## config.mk

```make
export PLATFORM = sky130hd
export DESIGN_NAME = hub75_scan_ctrl
export DESIGN_NICKNAME = d
export VERILOG_FILES = /design/src/rtl/hub75_pkg.sv /design/src/rtl/hub75_scan_ctrl_bcm_timer.sv /design/src/rtl/hub75_scan_ctrl.sv
export SDC_FILE = /design/constraint.sdc
export NUM_CORES = 1
export LEC_CHECK = 0
export ABC_AREA = 1
export CORE_MARGIN = 2
export CORE_UTILIZATION = 47
export CTS_CLUSTER_SIZE = 14
export DETAILED_ROUTE_END_ITERATION = 8
export PLACE_DENSITY = 0.84
export SETUP_SLACK_MARGIN = 0.4
export SYNTH_ARGS = -nofsm -noshare
export SYNTH_HDL_FRONTEND = slang
export SYNTH_HIERARCHICAL = 1
export SYNTH_SLANG_ARGS = --single-unit
```

## constraint.sdc

```tcl
create_clock -name clk -period 2.1 [get_ports clk]
set_clock_uncertainty 0.2 [all_clocks]
set_input_delay 0.42 -clock clk [delete_from_list [all_inputs] [get_ports clk]]
set_output_delay 0.42 -clock clk [all_outputs]
set_load 0.02 [all_outputs]
```

## src/rtl/hub75_pkg.sv

```systemverilog
// Shared types and helpers for the HUB75 scan controller.
package hub75_pkg;

  typedef enum logic [2:0] {
    ST_IDLE    = 3'd0,
    ST_FETCH   = 3'd1,
    ST_LOW     = 3'd2,
    ST_HIGH    = 3'd3,
    ST_BLANK   = 3'd4,
    ST_LATCH   = 3'd5,
    ST_DISPLAY = 3'd6
  } scan_state_e;

  // fb_rdata channel positions, in units of COLOR_BITS (r0 in the MSBs)
  localparam int unsigned R0_LSB = 5;
  localparam int unsigned G0_LSB = 4;
  localparam int unsigned B0_LSB = 3;
  localparam int unsigned R1_LSB = 2;
  localparam int unsigned G1_LSB = 1;
  localparam int unsigned B1_LSB = 0;

  localparam int unsigned FB_MAX_W = 96;
  localparam logic [FB_MAX_W-1:0] FB_ONE = FB_MAX_W'(1);

  function automatic logic [5:0] plane_bits(input logic [FB_MAX_W-1:0] rdata,
                                            input int unsigned color_bits,
                                            input int unsigned plane);
    logic [5:0] bits;
    bits[5] = |(rdata & (FB_ONE << (R0_LSB * color_bits + plane)));
    bits[4] = |(rdata & (FB_ONE << (G0_LSB * color_bits + plane)));
    bits[3] = |(rdata & (FB_ONE << (B0_LSB * color_bits + plane)));
    bits[2] = |(rdata & (FB_ONE << (R1_LSB * color_bits + plane)));
    bits[1] = |(rdata & (FB_ONE << (G1_LSB * color_bits + plane)));
    bits[0] = |(rdata & (FB_ONE << (B1_LSB * color_bits + plane)));
    return bits;
  endfunction

endpackage

```

## src/rtl/hub75_scan_ctrl_bcm_timer.sv

```systemverilog
// BCM on-time timer: start loads BASE_ON<<plane, done marks the last on cycle.
module hub75_bcm_timer #(
  parameter int BASE_ON    = 8,
  parameter int COLOR_BITS = 4,
  parameter int PLANE_W    = 2
) (
  input  logic               clk,
  input  logic               rst,
  input  logic               start,
  input  logic [PLANE_W-1:0] plane,
  output logic               done
);

  localparam int ON_W = $clog2(BASE_ON << (COLOR_BITS - 1)) + 1;
  localparam logic [ON_W-1:0] BASE   = ON_W'(BASE_ON);
  localparam logic [ON_W-1:0] ON_ONE = ON_W'(1);

  logic [ON_W-1:0] remain_r;

  // cycles left after the current one in the on-time window
  always_ff @(posedge clk) begin
    if (rst) begin
      remain_r <= '0;
    end else if (start) begin
      remain_r <= (BASE << plane) - ON_ONE;
    end else if (remain_r != '0) begin
      remain_r <= remain_r - ON_ONE;
    end else begin
      remain_r <= remain_r;
    end
  end

  assign done = (remain_r == '0);

endmodule

```

## src/rtl/hub75_scan_ctrl.sv

```systemverilog
// HUB75 scan controller: shifts pixel pairs per row/plane and drives BCM on-times.
module hub75_scan_ctrl
  import hub75_pkg::*;
#(
  parameter int COLS       = 64,
  parameter int ROW_ADDR_W = 5,
  parameter int COLOR_BITS = 4,
  parameter int CLK_DIV    = 2,
  parameter int LATCH_W    = 2,
  parameter int BASE_ON    = 8
) (
  input  logic                                  clk,
  input  logic                                  rst,
  input  logic                                  enable,
  output logic                                  fb_rd_en,
  output logic [ROW_ADDR_W+$clog2(COLS)-1:0]    fb_addr,
  input  logic [6*COLOR_BITS-1:0]               fb_rdata,
  output logic                                  r0,
  output logic                                  g0,
  output logic                                  b0,
  output logic                                  r1,
  output logic                                  g1,
  output logic                                  b1,
  output logic [ROW_ADDR_W-1:0]                 addr,
  output logic                                  clk_out,
  output logic                                  latch,
  output logic                                  oe,
  output logic                                  frame_start
);

  localparam int COL_W   = $clog2(COLS);
  localparam int PLANE_W = (COLOR_BITS > 1) ? $clog2(COLOR_BITS) : 1;
  localparam int DIV_MAX = (CLK_DIV > LATCH_W) ? CLK_DIV : LATCH_W;
  localparam int DIV_W   = (DIV_MAX > 1) ? $clog2(DIV_MAX) : 1;

  localparam logic [COL_W-1:0]      LAST_COL   = COL_W'(COLS - 1);
  localparam logic [COL_W-1:0]      COL_ONE    = COL_W'(1);
  localparam logic [PLANE_W-1:0]    LAST_PLANE = PLANE_W'(COLOR_BITS - 1);
  localparam logic [PLANE_W-1:0]    PLANE_ONE  = PLANE_W'(1);
  localparam logic [ROW_ADDR_W-1:0] ROW_ONE    = ROW_ADDR_W'(1);
  localparam logic [DIV_W-1:0]      DIV_LAST   = DIV_W'(CLK_DIV - 1);
  localparam logic [DIV_W-1:0]      LATCH_LAST = DIV_W'(LATCH_W - 1);
  localparam logic [DIV_W-1:0]      DIV_ONE    = DIV_W'(1);

  scan_state_e             state_r;
  logic [ROW_ADDR_W-1:0]   row_r;
  logic [PLANE_W-1:0]      plane_r;
  logic [COL_W-1:0]        col_r;
  logic [DIV_W-1:0]        div_r;
  logic [5:0]              data_r;
  logic [ROW_ADDR_W-1:0]   next_row_s;
  logic [PLANE_W-1:0]      next_plane_s;
  logic [5:0]              pixel_s;
  logic                    start_s;
  logic                    done_s;

  assign pixel_s = plane_bits(FB_MAX_W'(fb_rdata), COLOR_BITS, 32'(plane_r));
  assign start_s = (state_r == ST_LATCH) && (div_r == LATCH_LAST);
  assign {r0, g0, b0, r1, g1, b1} = data_r;

  hub75_bcm_timer #(
    .BASE_ON    (BASE_ON),
    .COLOR_BITS (COLOR_BITS),
    .PLANE_W    (PLANE_W)
  ) u_bcm_timer (
    .clk   (clk),
    .rst   (rst),
    .start (start_s),
    .plane (plane_r),
    .done  (done_s)
  );

  // plane/row visited after the current on-time window
  always_comb begin
    next_row_s   = row_r;
    next_plane_s = plane_r;
    if (plane_r == LAST_PLANE) begin
      next_plane_s = '0;
      next_row_s   = row_r + ROW_ONE;
    end else begin
      next_plane_s = plane_r + PLANE_ONE;
    end
  end

  // scan sequencer: state, counters and every panel-facing register
  always_ff @(posedge clk) begin
    if (rst) begin
      state_r     <= ST_IDLE;
      row_r       <= '0;
      plane_r     <= '0;
      col_r       <= '0;
      div_r       <= '0;
      data_r      <= '0;
      addr        <= '0;
      clk_out     <= 1'b0;
      latch       <= 1'b0;
      oe          <= 1'b1;
      fb_rd_en    <= 1'b0;
      fb_addr     <= '0;
      frame_start <= 1'b0;
    end else begin
      fb_rd_en    <= 1'b0;
      frame_start <= 1'b0;
      case (state_r)
        ST_IDLE: begin
          if (enable) begin
            state_r     <= ST_FETCH;
            row_r       <= '0;
            plane_r     <= '0;
            col_r       <= '0;
            fb_rd_en    <= 1'b1;
            fb_addr     <= '0;
            frame_start <= 1'b1;
          end
        end
        ST_FETCH: begin
          state_r <= ST_LOW;
          div_r   <= '0;
        end
        ST_LOW: begin
          // read data arrives one cycle after the strobe, i.e. now
          if (div_r == '0) begin
            data_r <= pixel_s;
          end
          if (div_r == DIV_LAST) begin
            state_r <= ST_HIGH;
            div_r   <= '0;
            clk_out <= 1'b1;
          end else begin
            div_r <= div_r + DIV_ONE;
          end
        end
        ST_HIGH: begin
          if (div_r == DIV_LAST) begin
            clk_out <= 1'b0;
            div_r   <= '0;
            if (col_r == LAST_COL) begin
              col_r   <= '0;
              state_r <= ST_BLANK;
              addr    <= row_r;
            end else begin
              col_r    <= col_r + COL_ONE;
              state_r  <= ST_FETCH;
              fb_rd_en <= 1'b1;
              fb_addr  <= {row_r, col_r + COL_ONE};
            end
          end else begin
            div_r <= div_r + DIV_ONE;
          end
        end
        ST_BLANK: begin
          state_r <= ST_LATCH;
          latch   <= 1'b1;
          div_r   <= '0;
        end
        ST_LATCH: begin
          if (div_r == LATCH_LAST) begin
            latch   <= 1'b0;
            oe      <= 1'b0;
            state_r <= ST_DISPLAY;
            div_r   <= '0;
          end else begin
            div_r <= div_r + DIV_ONE;
          end
        end
        ST_DISPLAY: begin
          if (done_s) begin
            oe <= 1'b1;
            if (enable) begin
              row_r       <= next_row_s;
              plane_r     <= next_plane_s;
              state_r     <= ST_FETCH;
              fb_rd_en    <= 1'b1;
              fb_addr     <= {next_row_s, {COL_W{1'b0}}};
              frame_start <= (next_row_s == '0) && (next_plane_s == '0);
            end else begin
              state_r <= ST_IDLE;
              row_r   <= '0;
              plane_r <= '0;
              col_r   <= '0;
            end
          end
        end
        default: begin
          state_r <= ST_IDLE;
          oe      <= 1'b1;
          latch   <= 1'b0;
          clk_out <= 1'b0;
        end
      endcase
    end
  end

endmodule

```

======== After elaboration in Yosys (flattened, before gate mapping) ========
Cells that the tools add are included.
word-level totals
  register bits after elaboration ......... 51
  input bits .............................. 27
  word-level logic and storage cells ...... 137
cells by class
  add/sub/neg operators ................... 11
  eq/ne operators ......................... 16
  shift-type cells ........................ 7
  muxes and demuxes ....................... 48
  bitwise operators ....................... 10
  reduce and logical (&&, ||, !) cells .... 31
operator list
  operator                number
  $and A24 B96 Y96        6
  $reduce_or A96 Y1       6
  $shl A1 B5 Y96 const A  2
  $shl A1 B6 Y96 const A  2
  $shl A1 B2 Y96 const A  1
  $shl A1 B4 Y96 const A  1
  $mux W11                5
  $pmux W11 S3            1
  $mux W6                 5
  $pmux W3 S7             1
  $mux W5                 4
  $mux W3                 6
  $pmux W6 S3             1
  $ne A2 B2 Y1 const B    8
  $reduce_or A5 Y1        3
  $mux W7                 2
  $sub A7 B1 Y7 const B   2
  $add A5 B2 Y6 const A   2
  $pmux W1 S3             4
  $reduce_and A3 Y1       4
  $mux W1                 11
  $add A4 B2 Y5 const A   2
  $pmux W5 S2             1
  $reduce_and A5 Y1       2
  27 further kinds        41

======== Logic depth before layout (Yosys ltp) ========
Gate-level depths: netlist of run 1.
  word-level depth ........................ 7
  gate-level depth with buffers ........... 14
  mapped depth without buffers ............ 12

======== Cells and area by module ========
The synthesis of run 1 kept the hierarchy.
modules (own cells, without submodules)
  module           times used  cells each  area an instance (um^2)  seq. area each (um^2)
  hub75_scan_ctrl  1           346         2369.8                   880.8
  hub75_bcm_timer  1           63          485.5                    140.1

======== Worst setup path before layout of run 1 ========
No wires, ideal clock.
  kind .................................... reg-to-reg
  from .................................... register state_r[1]
  to ...................................... register u_bcm_timer.remain_r[6]
  library setup time ...................... 111 ps
  arrival time ............................ 1638 ps
  required time ........................... 1789 ps
  slack ................................... 151 ps
  cell stages (with the launch flop) ...... 14
  period minus slack after synthesis ...... 1949 ps
  cell sequence ........................... dfxtp_1 -> buf_6 -> inv_1 -> nand2_1 -> nor3_1 -> buf_6 -> nor2_1 -> inv_1 -> ha_1 -> o21ai_2 -> nor2_4 -> nand4_1 -> nand2_1 -> nor2_2
between the ends
  word-level cells in the longest chain between the ends .. 3
ends and longest elaborated chain
  item                                                  RTL line                         text
  start: declaration                                    hub75_scan_ctrl.sv:45            scan_state_e state_r;
  start signal: assignment                              hub75_scan_ctrl.sv:88            state_r <= ST_IDLE;
  start signal: assignment                              hub75_scan_ctrl.sv:107           state_r <= ST_FETCH;
  start signal: assignment                              hub75_scan_ctrl.sv:117           state_r <= ST_LOW;
  $eq A3 B3 Y1 (*)                                      hub75_scan_ctrl.sv:58            assign start_s = (state_r == ST_LATCH) && (div_r == LATCH_LAST);
  $logic_and A1 B1 Y1 (*)                               hub75_scan_ctrl.sv:58
  named net start_s                                     hub75_scan_ctrl.sv:54            logic start_s;
  $mux W7 / $reduce_bool A2 Y1 (equally long branches)  n/a
  end signal: assignment                                hub75_scan_ctrl_bcm_timer.sv:25  remain_r <= (BASE << plane) - ON_ONE;
  end signal: assignment                                hub75_scan_ctrl_bcm_timer.sv:27  remain_r <= remain_r - ON_ONE;
  end signal: assignment                                hub75_scan_ctrl_bcm_timer.sv:29  remain_r <= remain_r;
  end: declaration                                      hub75_scan_ctrl_bcm_timer.sv:18  logic [ON_W-1:0] remain_r;
The timed path passes the listed nets; every way through them passes the cells marked *.
A chain may end at the register's enable or synchronous reset.

======== Worst setup path in the final report of run 1 ========
  from .................................... register state_r[2]
  to ...................................... register fb_addr[8]
between the ends
  word-level cells in the longest chain between the ends .. 3
ends and longest elaborated chain
  item                                                                 RTL line                text
  $eq A3 B2 Y1, or another cell as far along                           hub75_scan_ctrl.sv:104  case (state_r)
  $ne A2 B2 Y1 (no line) / $reduce_bool A3 Y1 (equally long branches)  n/a
  $reduce_and A6 Y1 (no line)                                          n/a
  end signal: assignment                                               hub75_scan_ctrl.sv:145  fb_addr <= {row_r, col_r + COL_ONE};
  end signal: assignment                                               hub75_scan_ctrl.sv:174  fb_addr <= {next_row_s, {COL_W{1'b0}}};
  end: declaration                                                     hub75_scan_ctrl.sv:16   output logic [ROW_ADDR_W+$clog2(COLS)-1:0] fb_addr,
Parallel ways exist; a longest one is shown, timed or not.

==> reports/qor.yml, run 1 <==
synthesis:
  synth_area_um2: 2860
  synth_flop_cell: "dfxtp_1"
  ys_seq_elements: 51
  yosysUniqueCellTypes: 33
  ys_warn_count: 6
  ys_async_sr_fraction_pct: 0
  syn_nets: 444
  synthCells: 409
  synth_edf_count: 0
  ys_seq_area_share_pct: 35.8
  syn_avg_cell_area_um2: 6.98
global_routing:
  grt_overflow: 0
  track_usage_pct: 22.7
  grt_pass1_wl_um: 12000
  grt_pass1_vias: 2801
  grt_max_degree: 27
  antenna_found_initial: 0
placed_design:
  place_congestion: 0.850
  port_buffers: 53
  dp_hpwl_um: 4960
  placed_cell_area_um2: 3540
cts:
  path_clk_slew_ps: 100
  cts_htree_levels: 2
  clk_latency_ps: 320
  cts_hold_buf: 0
  clockBufferDepth: 2
  cts_sinks: 51
  root_buffer: "clkbuf_8"
  cts_inserted_buffers: 5
  cts_tree: "built"
timing:
  tns_ps: 0
  rsz0062_at_grt: "true"
  fin_crit_sh_pct: 83.6
  setup_viol: 0
  worst_slew_pin_slew_ps: 356
  period_needed_ps: 1760
  hold_viol_final: 0
  slew_violations: 0
  slew_headroom_pct: 76.3
  fmaxAchievable_mhz: 570
die:
  io_pins: 54
  die-width_um: 81.9
  dieArea_um2: 6710
  die_y_um: 81.9
  start_util_pct: 48.5
  core_um2: 5890
  row_count: 28
routing:
  vias: 3013
  avgRoutedWirePerCell_um: 13.9
  drt_wl_total_um: 7890
  firstDrtPassIters: 5
  dr.first_iter.drc_count: 227
  route.detailed.drc: 0
  antenna_left: 0
  viasPerCell: 5.32
hold_path:
  hold_path_class: "reg2reg"
  min_path_cells: 2
critical_path:
  cp_slowest_cell: "dfxtp_4"
  critPathRequiredTime_ps: 2110
  crit_cells: 10
  worstPathArrival_ps: 1770
  worstPathBufferInverterCount: 5
  critical-path-max-stage-delay_ps: 400
  worstSetupPathType: "reg2reg"
  cp-end-kind: "flip-flop"
  r2r_cells: 10
  start_kind: "flip-flop"
  critPathTopFamily: "buffers and inverters"
  path_max_fanout: 7
  path_common_cell: "buf_4"
  cp_cell_sequence: "inv_8, buf_4, buf_4, nand3_1, nand2_2, inv_2, nand2_8, buf_6, o21ai_0, nor2_1"
job:
  max-cap-violations: 0
cells_and_area:
  syn2layout_area_growth_pct: 41.9
  layout_common_cells: "nand2_1, dfxtp_1, inv_1"
  drive_gt1_share_pct: 27.9
  antennaDiodeCount: 0
  fin_area_um2: 4050
  fill_cells: 438
  final_common_cell: "nand2_1"
  fin_nets: 525
pwr:
  power_leakage_uw: 0.00172
  power_density_nw_per_um2: 1010
  vdd_drop_max_v: 0.000517
outcome:
  outcome: "complete, no violations"
[what timing repair did]
action,CTS,global route
endpoints found under the setup margin,66,40
gates cloned,0,0
pin swaps,17,20
setup buffers,14,10
resized for setup,56,52
[layout make-up]
cell class                      count  area (um2)  share of cell area [%]
Clock inverter                      2        16.3                   0.401
Inverter                           45         194                    4.79
Tap cell                           75        93.8                    2.32
Timing Repair Buffer               89         826                    20.4
Sequential cell                    51        1040                    25.8
Multi-Input combinational cell    298        1800                    44.3
Clock buffer                        6        82.6                    2.04
[logic make-up after synthesis]
| family | share of synthesized area, % |
|---|---|
| flip-flops | 35.8 |
| adder cells (fa/ha/maj) | 3.51 |
| AND/OR/NAND/NOR | 34.7 |
| AO/OA/AOI/OAI | 15.2 |
| XOR/XNOR | 0.614 |
| buffers and inverters | 10.2 |
[cell usage after synthesis, types with 5 or more instances]
cell type  instances  area, um2
nand4_1           10       62.6
dfxtp_1           51       1020
nor2_1            43        161
nor2_4             5       56.3
o21ai_0           32        160
nand2_2            9       56.3
buf_6              7       78.8
a21oi_1           39        195
nand2_1           97        364
nor2_2             6       37.5
nand3_1           18       90.1
ha_1               8        100
inv_1             40        150
o22ai_1            5       31.3
[power by group]
| part | internal [uW] | switching [uW] |
|---|---|---|
| clock | 270 | 344 |
| sequential | 1150 | 131 |
| combinational | 889 | 1310 |
| total | 2310 | 1790 |
[final timing paths]
check	start	endpoint	slack, ps
max	state_r[2]	fb_addr[8]	340
min	data_r[2]	data_r[2]	250
max reg2reg	state_r[2]	fb_addr[8]	340
min reg2reg	data_r[2]	data_r[2]	250
[metal layers]
metal | GRT usage (%) | share of wire [%] | up-vias
met5 | 0 | 0 | -
met4 | 9.17 | 2.1 | 0
met3 | 4.51 | 6.5 | 20
met2 | 41.3 | 52 | 121
met1 | 25.8 | 40 | 1380
li1 | - | - | 1492
[stage by stage]
stage | util (%) | total power, uW | hold slack (ps) | setup slack (ps) | std cells
6_report | 68.8 | 4100 | 248 | 344 | 566
5_1_grt | 68.8 | 4360 | 269 | 245 | 566
4_1_cts | 64.6 | 3730 | 251 | 391 | 556
3_5_place_dp | 60.1 | 3040 | 239 | 15.1 | 534
3_3_place_gp | 60.1 | 2990 | 231 | 88.4 | 534
2_1_floorplan | - | 2580 | 258 | 291 | 409
[worst reg2reg max path, delay by kind of cell, from the launching register on]
kind / cells / cell delay (ps)
flip-flops: 1 / 400
AO/OA/AOI/OAI: 1 / 160
buffers and inverters: 5 / 550
AND/OR/NAND/NOR: 4 / 350
[registers in the layout (all words and copies together), names as in the netlist]
register	flops
row_r	5
latch	1
data_r	6
div_r	1
col_r	6
oe	1
u_bcm_timer/remain_r	7
frame_start	1
fb_addr	11
addr	5
plane_r	2
state_r	3
clk_out	1
fb_rd_en	1
No activity file was read; power rests on OpenSTA's default activity.
==> run 2, diff against run 1 <==
- CORE_UTILIZATION: 47 -> 52
- PLACE_DENSITY: 0.84 -> 0.88
- clock period: 2.1 -> 1.7 ns (I/O delays scaled with it)
==> run 2 against run 1 <==
  * The flow now finishes with violations (negative setup slack)
  * First-iteration DRC count grew to 2.7 times the previous value
  * Hold slack gained 11 ps
  * Core utilization grew 19 points
  * Flip-flop and latch count is the same
  * Sequential share of layout area shrank 2.3 points
  * Critical path type unchanged
  * Critical endpoint is now fb_addr[10]
==> reports/qor.yml, run 2 (synthesized netlist as in run 1, its figures left out) <==
routing:
  route.detailed.drc: 0  # unchanged
  antenna_left: 0  # unchanged
  drt_wl_total_um: 12300  # was 7890 um
  vias: 3717  # was 3013
  dr.first_iter.drc_count: 623  # was 227
  firstDrtPassIters: 8  # was 5
  avgRoutedWirePerCell_um: 20.6  # was 13.9 um
  viasPerCell: 6.25  # was 5.32
pwr:
  clkPwrFrac_pct: 13.5  # was 15.0%
  power_density_nw_per_um2: 1370  # was 1010 nW/um2
  switching_power_uw: 2820  # was 1790 uW
  power_leakage_uw: 0.00193  # was 0.00172 uW
  intPower_uw: 3460  # was 2310 uW
  vdd_drop_max_v: 0.00104  # was 0.000517 V
  sequentialPowerShare_pct: 26.0  # was 31.4%
  power_frac_comb_pct: 60.5  # was 53.7%
  switching_share_pct: 44.9  # was 43.6%
global_routing:
  grt_pass1_wl_um: 14400  # was 12000 um
  use_met1_pct: 32.5  # was 25.8%
  grt_overflow: 0  # unchanged
  grt_max_degree: 22  # was 27
  busiest_layer: "met2"  # unchanged
  antenna_found_initial: 0  # unchanged
  grt_use_met2_pct: 53.3  # was 41.3%
  track_usage_pct: 29.1  # was 22.7%
  met3_usage_pct: 6.55  # was 4.51%
  grt_pass1_vias: 3119  # was 2801
cts:
  cts_htree_levels: 2  # unchanged
  clockBufferDepth: 2  # unchanged
  cts_inserted_buffers: 5  # unchanged
  cts_tree: "built"  # unchanged
  clk_latency_ps: 360  # was 320 ps
  root_buffer: "clkbuf_8"  # unchanged
  cts_sinks: 51  # unchanged
  path_clk_slew_ps: 90  # was 100 ps
cells_and_area:
  top_regs: "fb_addr x11, u_bcm_timer/remain_r x7"  # unchanged
  largest-register: "fb_addr"  # unchanged
  layout_common_cells: "nand2_1, buf_4, buf_6"  # was nand2_1, dfxtp_1, inv_1
  final_common_cell: "nand2_1"  # unchanged
  antennaDiodeCount: 0  # unchanged
  drive_gt1_share_pct: 47.4  # was 27.9%
  fin_nets: 560  # was 525
  layoutNonFillerInstCount: 595  # was 566
  syn2layout_area_growth_pct: 60.7  # was 41.9%
  largest_reg_flops: 11  # unchanged
timing:
  fin_crit_sh_pct: 111  # was 83.6%
  slew_headroom_pct: 77.9  # was 76.3%
  tns_ps: -3200  # was 0 ps
  worst_slew_pin_slew_ps: 332  # was 356 ps
  hold_viol_final: 0  # unchanged
  rsz0062_at_grt: "true"  # unchanged
  slew_violations: 0  # unchanged
  setup_viol: 37  # was 0
  setup_ws_ps: -195  # was 344 ps
  fmaxAchievable_mhz: 528  # was 570 MHz
  fin_hold_ws_ps: 259  # was 248 ps
  period_needed_ps: 1890  # was 1760 ps
placed_design:
  port_buffers: 53  # unchanged
  place_congestion: 0.898  # was 0.850
  dp_cells: 555  # was 534
  dp_hpwl_um: 5280  # was 4960 um
outcome:
  failed_checks: "negative setup slack"
  outcome: "complete, but fails checks"  # was complete, no violations
die:
  die_y_um: 78.1  # was 81.9 um
  core_um2: 5200  # was 5890 um2
  io_pins: 54  # unchanged
  dieArea_um2: 6100  # was 6710 um2
  die-width_um: 78.1  # was 81.9 um
  row_count: 26  # was 28
  start_util_pct: 54.9  # was 48.5%
critical_path:
  cp_slowest_cell: "dfxtp_1"  # was dfxtp_4
  worstSetupPathType: "reg2reg"  # unchanged
  worstPathArrival_ps: 1950  # was 1770 ps
  worstPathBufferInverterCount: 0  # was 5
  critical-path-max-stage-delay_ps: 410  # was 400 ps
  start_kind: "flip-flop"  # unchanged
  cp_cell_sequence: "ha_1, nand3_1, o21ai_1, nand3_1, o21ai_0, nor2_1, nor2_1"  # was inv_8, buf_4, buf_4, nand3_1, nand2_2, inv_2, nand2_8, buf_6, o21ai_0, nor2_1
  cp-end-kind: "flip-flop"  # unchanged
  critPathTopFamily: "simple AND/OR/NAND/NOR gates"  # was buffers and inverters
  critPathRequiredTime_ps: 1760  # was 2110 ps
  path_max_fanout: 4  # was 7
hold_path:
  hold_path_class: "reg2reg"  # unchanged
job:
  max-cap-violations: 0  # unchanged
[run 2: cell types whose count changed in the layout (fill, tap and decap cells not counted), sizes merged]
cell           delta
clkdlybuf4s50     +1
clkinv            -1
buf              +61
dlymetal6s2s      -1
inv               +1
dlygate4sd2      -27
[run 2: power groups by stage]
stage / registers (uW) / logic [uW] / clock network [uW]
2_1_floorplan: 1680 / 1570 / 0
3_3_place_gp: 1570 / 2370 / 0
3_5_place_dp: 1570 / 2450 / 0
4_1_cts: 1600 / 2910 / 793
5_1_grt: 1650 / 3930 / 874
6_report: 1630 / 3790 / 845
[run 2: tightest hold or removal path: cells and delay by family, from the launching register on]
family	cells	cell delay (ps)
AO/OA/AOI/OAI	1	50
buffers and inverters	1	50
flip-flops	1	330
[run 2: through the flow]
| stage | setup WS (ps) | utilization, % | cell area [um2] | total power, uW |
|---|---|---|---|---|
| finish | -195 | 88.2 | 4590 | 6270 |
| global route | -319 | 88.2 | 4590 | 6460 |
| CTS | -18.9 | 80.9 | 4210 | 5310 |
| detailed placement | -237 | 72.6 | 3780 | 4020 |
| global placement | -188 | 72.6 | 3780 | 3940 |
| floorplan | -109 | - | 2970 | 3250 |
[run 2: final timing paths]
path                  from     endpoint  slack, ps  cells past startpoint
hold reg to reg    addr[3]      addr[3]        260                      2
setup / recovery  row_r[1]  fb_addr[10]       -190                      7
setup reg to reg  row_r[1]  fb_addr[10]       -190                      7
hold / removal     addr[3]      addr[3]        260                      2
[run 2: per-layer routing]
| layer | part of all wire (%) | vias to the layer above |
|---|---|---|
| met5 | 0 | - |
| met4 | 6.6 | 0 |
| met3 | 11 | 109 |
| met2 | 48 | 348 |
| met1 | 35 | 1701 |
| li1 | - | 1559 |
[run 2: final cells by class]
cell class,count,area (um2)
timing repair buffer,123,1200
fill,238,616
clock inverter,1,7.51
multi-input combinational,298,1940
timing repair inverter,1,6.26
sequential,51,1070
clock buffer,6,93.8
inverter,45,186
tap,70,87.6
[run 2: repair_timing]
item	CTS	global route
pin swaps	11	24
setup buffers	11	21
hold buffers	0	0
resized for setup	241	56
gates cloned	0	1
setup endpoints to repair	77	78
==> run 3, diff against run 2 <==
- MAX_ROUTING_LAYER: unset -> met4
==> run 3 against run 2 <==
  * The run still ends with negative setup slack left
  * Clock power fell by 4.0%
  * Flip-flop and latch count did not move
  * Largest cell class unchanged
  * Non-clock buffer count up 15
  * Setup slack got worse by 150 ps
  * Highest routed layer unchanged
  * Core utilization rose by 5.9 points
  * Hold slack better by 7.0 ps
  * Critical path depth grew 1
  * Final cell count increased by 2.7%
  * Power increased by 7.1%
==> reports/qor.yml, run 3 (synthesized netlist as in run 1, its figures left out) <==
cells_and_area:
  top_regs: "fb_addr x11, u_bcm_timer/remain_r x7"  # unchanged
  fin_area_um2: 4900  # was 4590 um2
  fin_util_pct: 94.1  # was 88.2%
  fill_cells: 161  # was 238
  layout_common_cells: "nand2_1, buf_4, buf_6"  # unchanged
  final_common_cell: "nand2_1"  # unchanged
  largest-register: "fb_addr"  # unchanged
  antennaDiodeCount: 0  # unchanged
  largest_reg_flops: 11  # unchanged
  syn2layout_area_growth_pct: 71.5  # was 60.7%
  drive_gt1_share_pct: 56.2  # was 47.4%
  fin_nets: 575  # was 560
timing:
  setup_viol: 32  # was 37
  fin_crit_sh_pct: 120  # was 111%
  rsz0062_at_grt: "true"  # unchanged
  slew_headroom_pct: 77.3  # was 77.9%
  fmaxAchievable_mhz: 489  # was 528 MHz
  fin_hold_ws_ps: 266  # was 259 ps
  setup_ws_ps: -345  # was -195 ps
  period_needed_ps: 2050  # was 1890 ps
  hold_viol_final: 0  # unchanged
  worst_slew_pin_slew_ps: 337  # was 332 ps
  slew_violations: 0  # unchanged
critical_path:
  r2r_cells: 8  # was 7
  path_common_cell: "nor2_1"
  cp_slowest_cell: "dfxtp_1"  # unchanged
  critPathRequiredTime_ps: 1740  # was 1760 ps
  cp_cell_sequence: "ha_1, nand2_1, nor2_1, nand3_1, nand3_1, o21ai_0, nor2_1, nor2_1"  # was ha_1, nand3_1, o21ai_1, nand3_1, o21ai_0, nor2_1, nor2_1
  worstPathArrival_ps: 2090  # was 1950 ps
  start_kind: "flip-flop"  # unchanged
  cp-end-kind: "flip-flop"  # unchanged
  path_max_fanout: 4  # unchanged
  critical-path-max-stage-delay_ps: 470  # was 410 ps
  worstSetupPathType: "reg2reg"  # unchanged
global_routing:
  antenna_found_initial: 0  # unchanged
  grt_pass1_vias: 3435  # was 3119
  track_usage_pct: 34.8  # was 29.1%
  grt_overflow: 0  # unchanged
  grt_pass1_wl_um: 16400  # was 14400 um
  grt_max_degree: 22  # unchanged
placed_design:
  place_ws_ps: -283  # was -237 ps
  dp_hpwl_um: 5320  # was 5280 um
  place_congestion: 0.905  # was 0.898
  placed_cell_area_um2: 3800  # was 3780 um2
  port_buffers: 53  # unchanged
routing:
  firstDrtPassIters: 7  # was 8
  antenna_left: 0  # unchanged
  avgRoutedWirePerCell_um: 22.4  # was 20.6 um
  vias: 3929  # was 3717
  route.detailed.drc: 0  # unchanged
  drt_wl_total_um: 13700  # was 12300 um
  viasPerCell: 6.43  # was 6.25
  dr.first_iter.drc_count: 514  # was 623
die:
  die_y_um: 78.1  # unchanged
  io_pins: 54  # unchanged
  die-width_um: 78.1  # unchanged
  start_util_pct: 54.9  # unchanged
  core_um2: 5200  # unchanged
  dieArea_um2: 6100  # unchanged
  row_count: 26  # unchanged
job:
  max-cap-violations: 0  # unchanged
cts:
  cts_htree_levels: 2  # unchanged
  clockBufferDepth: 2  # unchanged
  root_buffer: "clkbuf_8"  # unchanged
  clk_latency_ps: 340  # was 360 ps
  cts_sinks: 51  # unchanged
  path_clk_slew_ps: 110  # was 90 ps
  cts_tree: "built"  # unchanged
  cts_inserted_buffers: 5  # unchanged
outcome:
  failed_checks: "negative setup slack"  # unchanged
  outcome: "complete, but fails checks"  # unchanged
hold_path:
  hold_path_class: "reg2reg"  # unchanged
  min_path_cells: 2  # unchanged
pwr:
  power_leakage_uw: 0.00204  # was 0.00193 uW
  vdd_drop_max_v: 0.00130  # was 0.00104 V
  power_density_nw_per_um2: 1370  # about the same
==> run 3: final timing paths <==
| check | from | end | slack (ps) |
|---|---|---|---|
| worst max-delay path | row_r[0] | fb_addr[10] | -350 |
| worst min-delay path | data_r[2] | data_r[2] | 270 |
| worst max register to register | row_r[0] | fb_addr[10] | -350 |
| worst min register to register | data_r[2] | data_r[2] | 270 |
==> run 3: where the power goes <==
group | internal [uW] | total, uW | leakage (uW) | switching (uW)
sequential | 1460 | 1680 | 0.000432 | 220
combinational | 1820 | 4230 | 0.00155 | 2410
clock | 335 | 811 | 0.0000517 | 476
total | 3610 | 6720 | 0.00204 | 3110
==> run 3: area by class of cell <==
class                   count  area, um2  area share, %
multi-input cells         298       2080           42.4
repair buffers            138       1360           27.7
flip-flops and latches     51       1080           22.0
clock inverters             2       15.0          0.307
clock buffers               6       82.6           1.69
well taps                  70       87.6           1.79
inverters                  45        189           3.86
repair inverters            1       11.3          0.230
==> run 3: layer usage <==
metal  up-vias  track usage, %  routed length, um
li1       1588               -                  -
met1      1804            35.7               4720
met2       380            61.2               6300
met3       157            7.70               1400
met4         0            20.4               1260
met5         -               -                  0
==> run 3: timing repair <==
item / in CTS / in global routing
pin swaps: 31 / 33
setup buffers: 17 / 26
setup endpoints to repair: 77 / 78
hold buffers: 0 / 0
gates resized for setup: 273 / 93
cloned: 1 / 2
==> run 3: critical path, delay by kind of cell (launching register included) <==
| kind | cells | cell delay, ps |
|---|---|---|
| AOI/OAI and AO/OA | 1 | 100 |
| and+or+nand+nor | 6 | 860 |
| DFF | 1 | 470 |
| adders and majority gates | 1 | 310 |
==> run 3: stage by stage <==
step                setup TNS (ps)  total power [uW]  std cells
global placement             -3720              3960        557
finish                       -5310              6720        611
global route                 -6800              6900        611
CTS                          -14.7              5470        583
detailed placement           -4920              4060        557
floorplan                     -150              3250        409
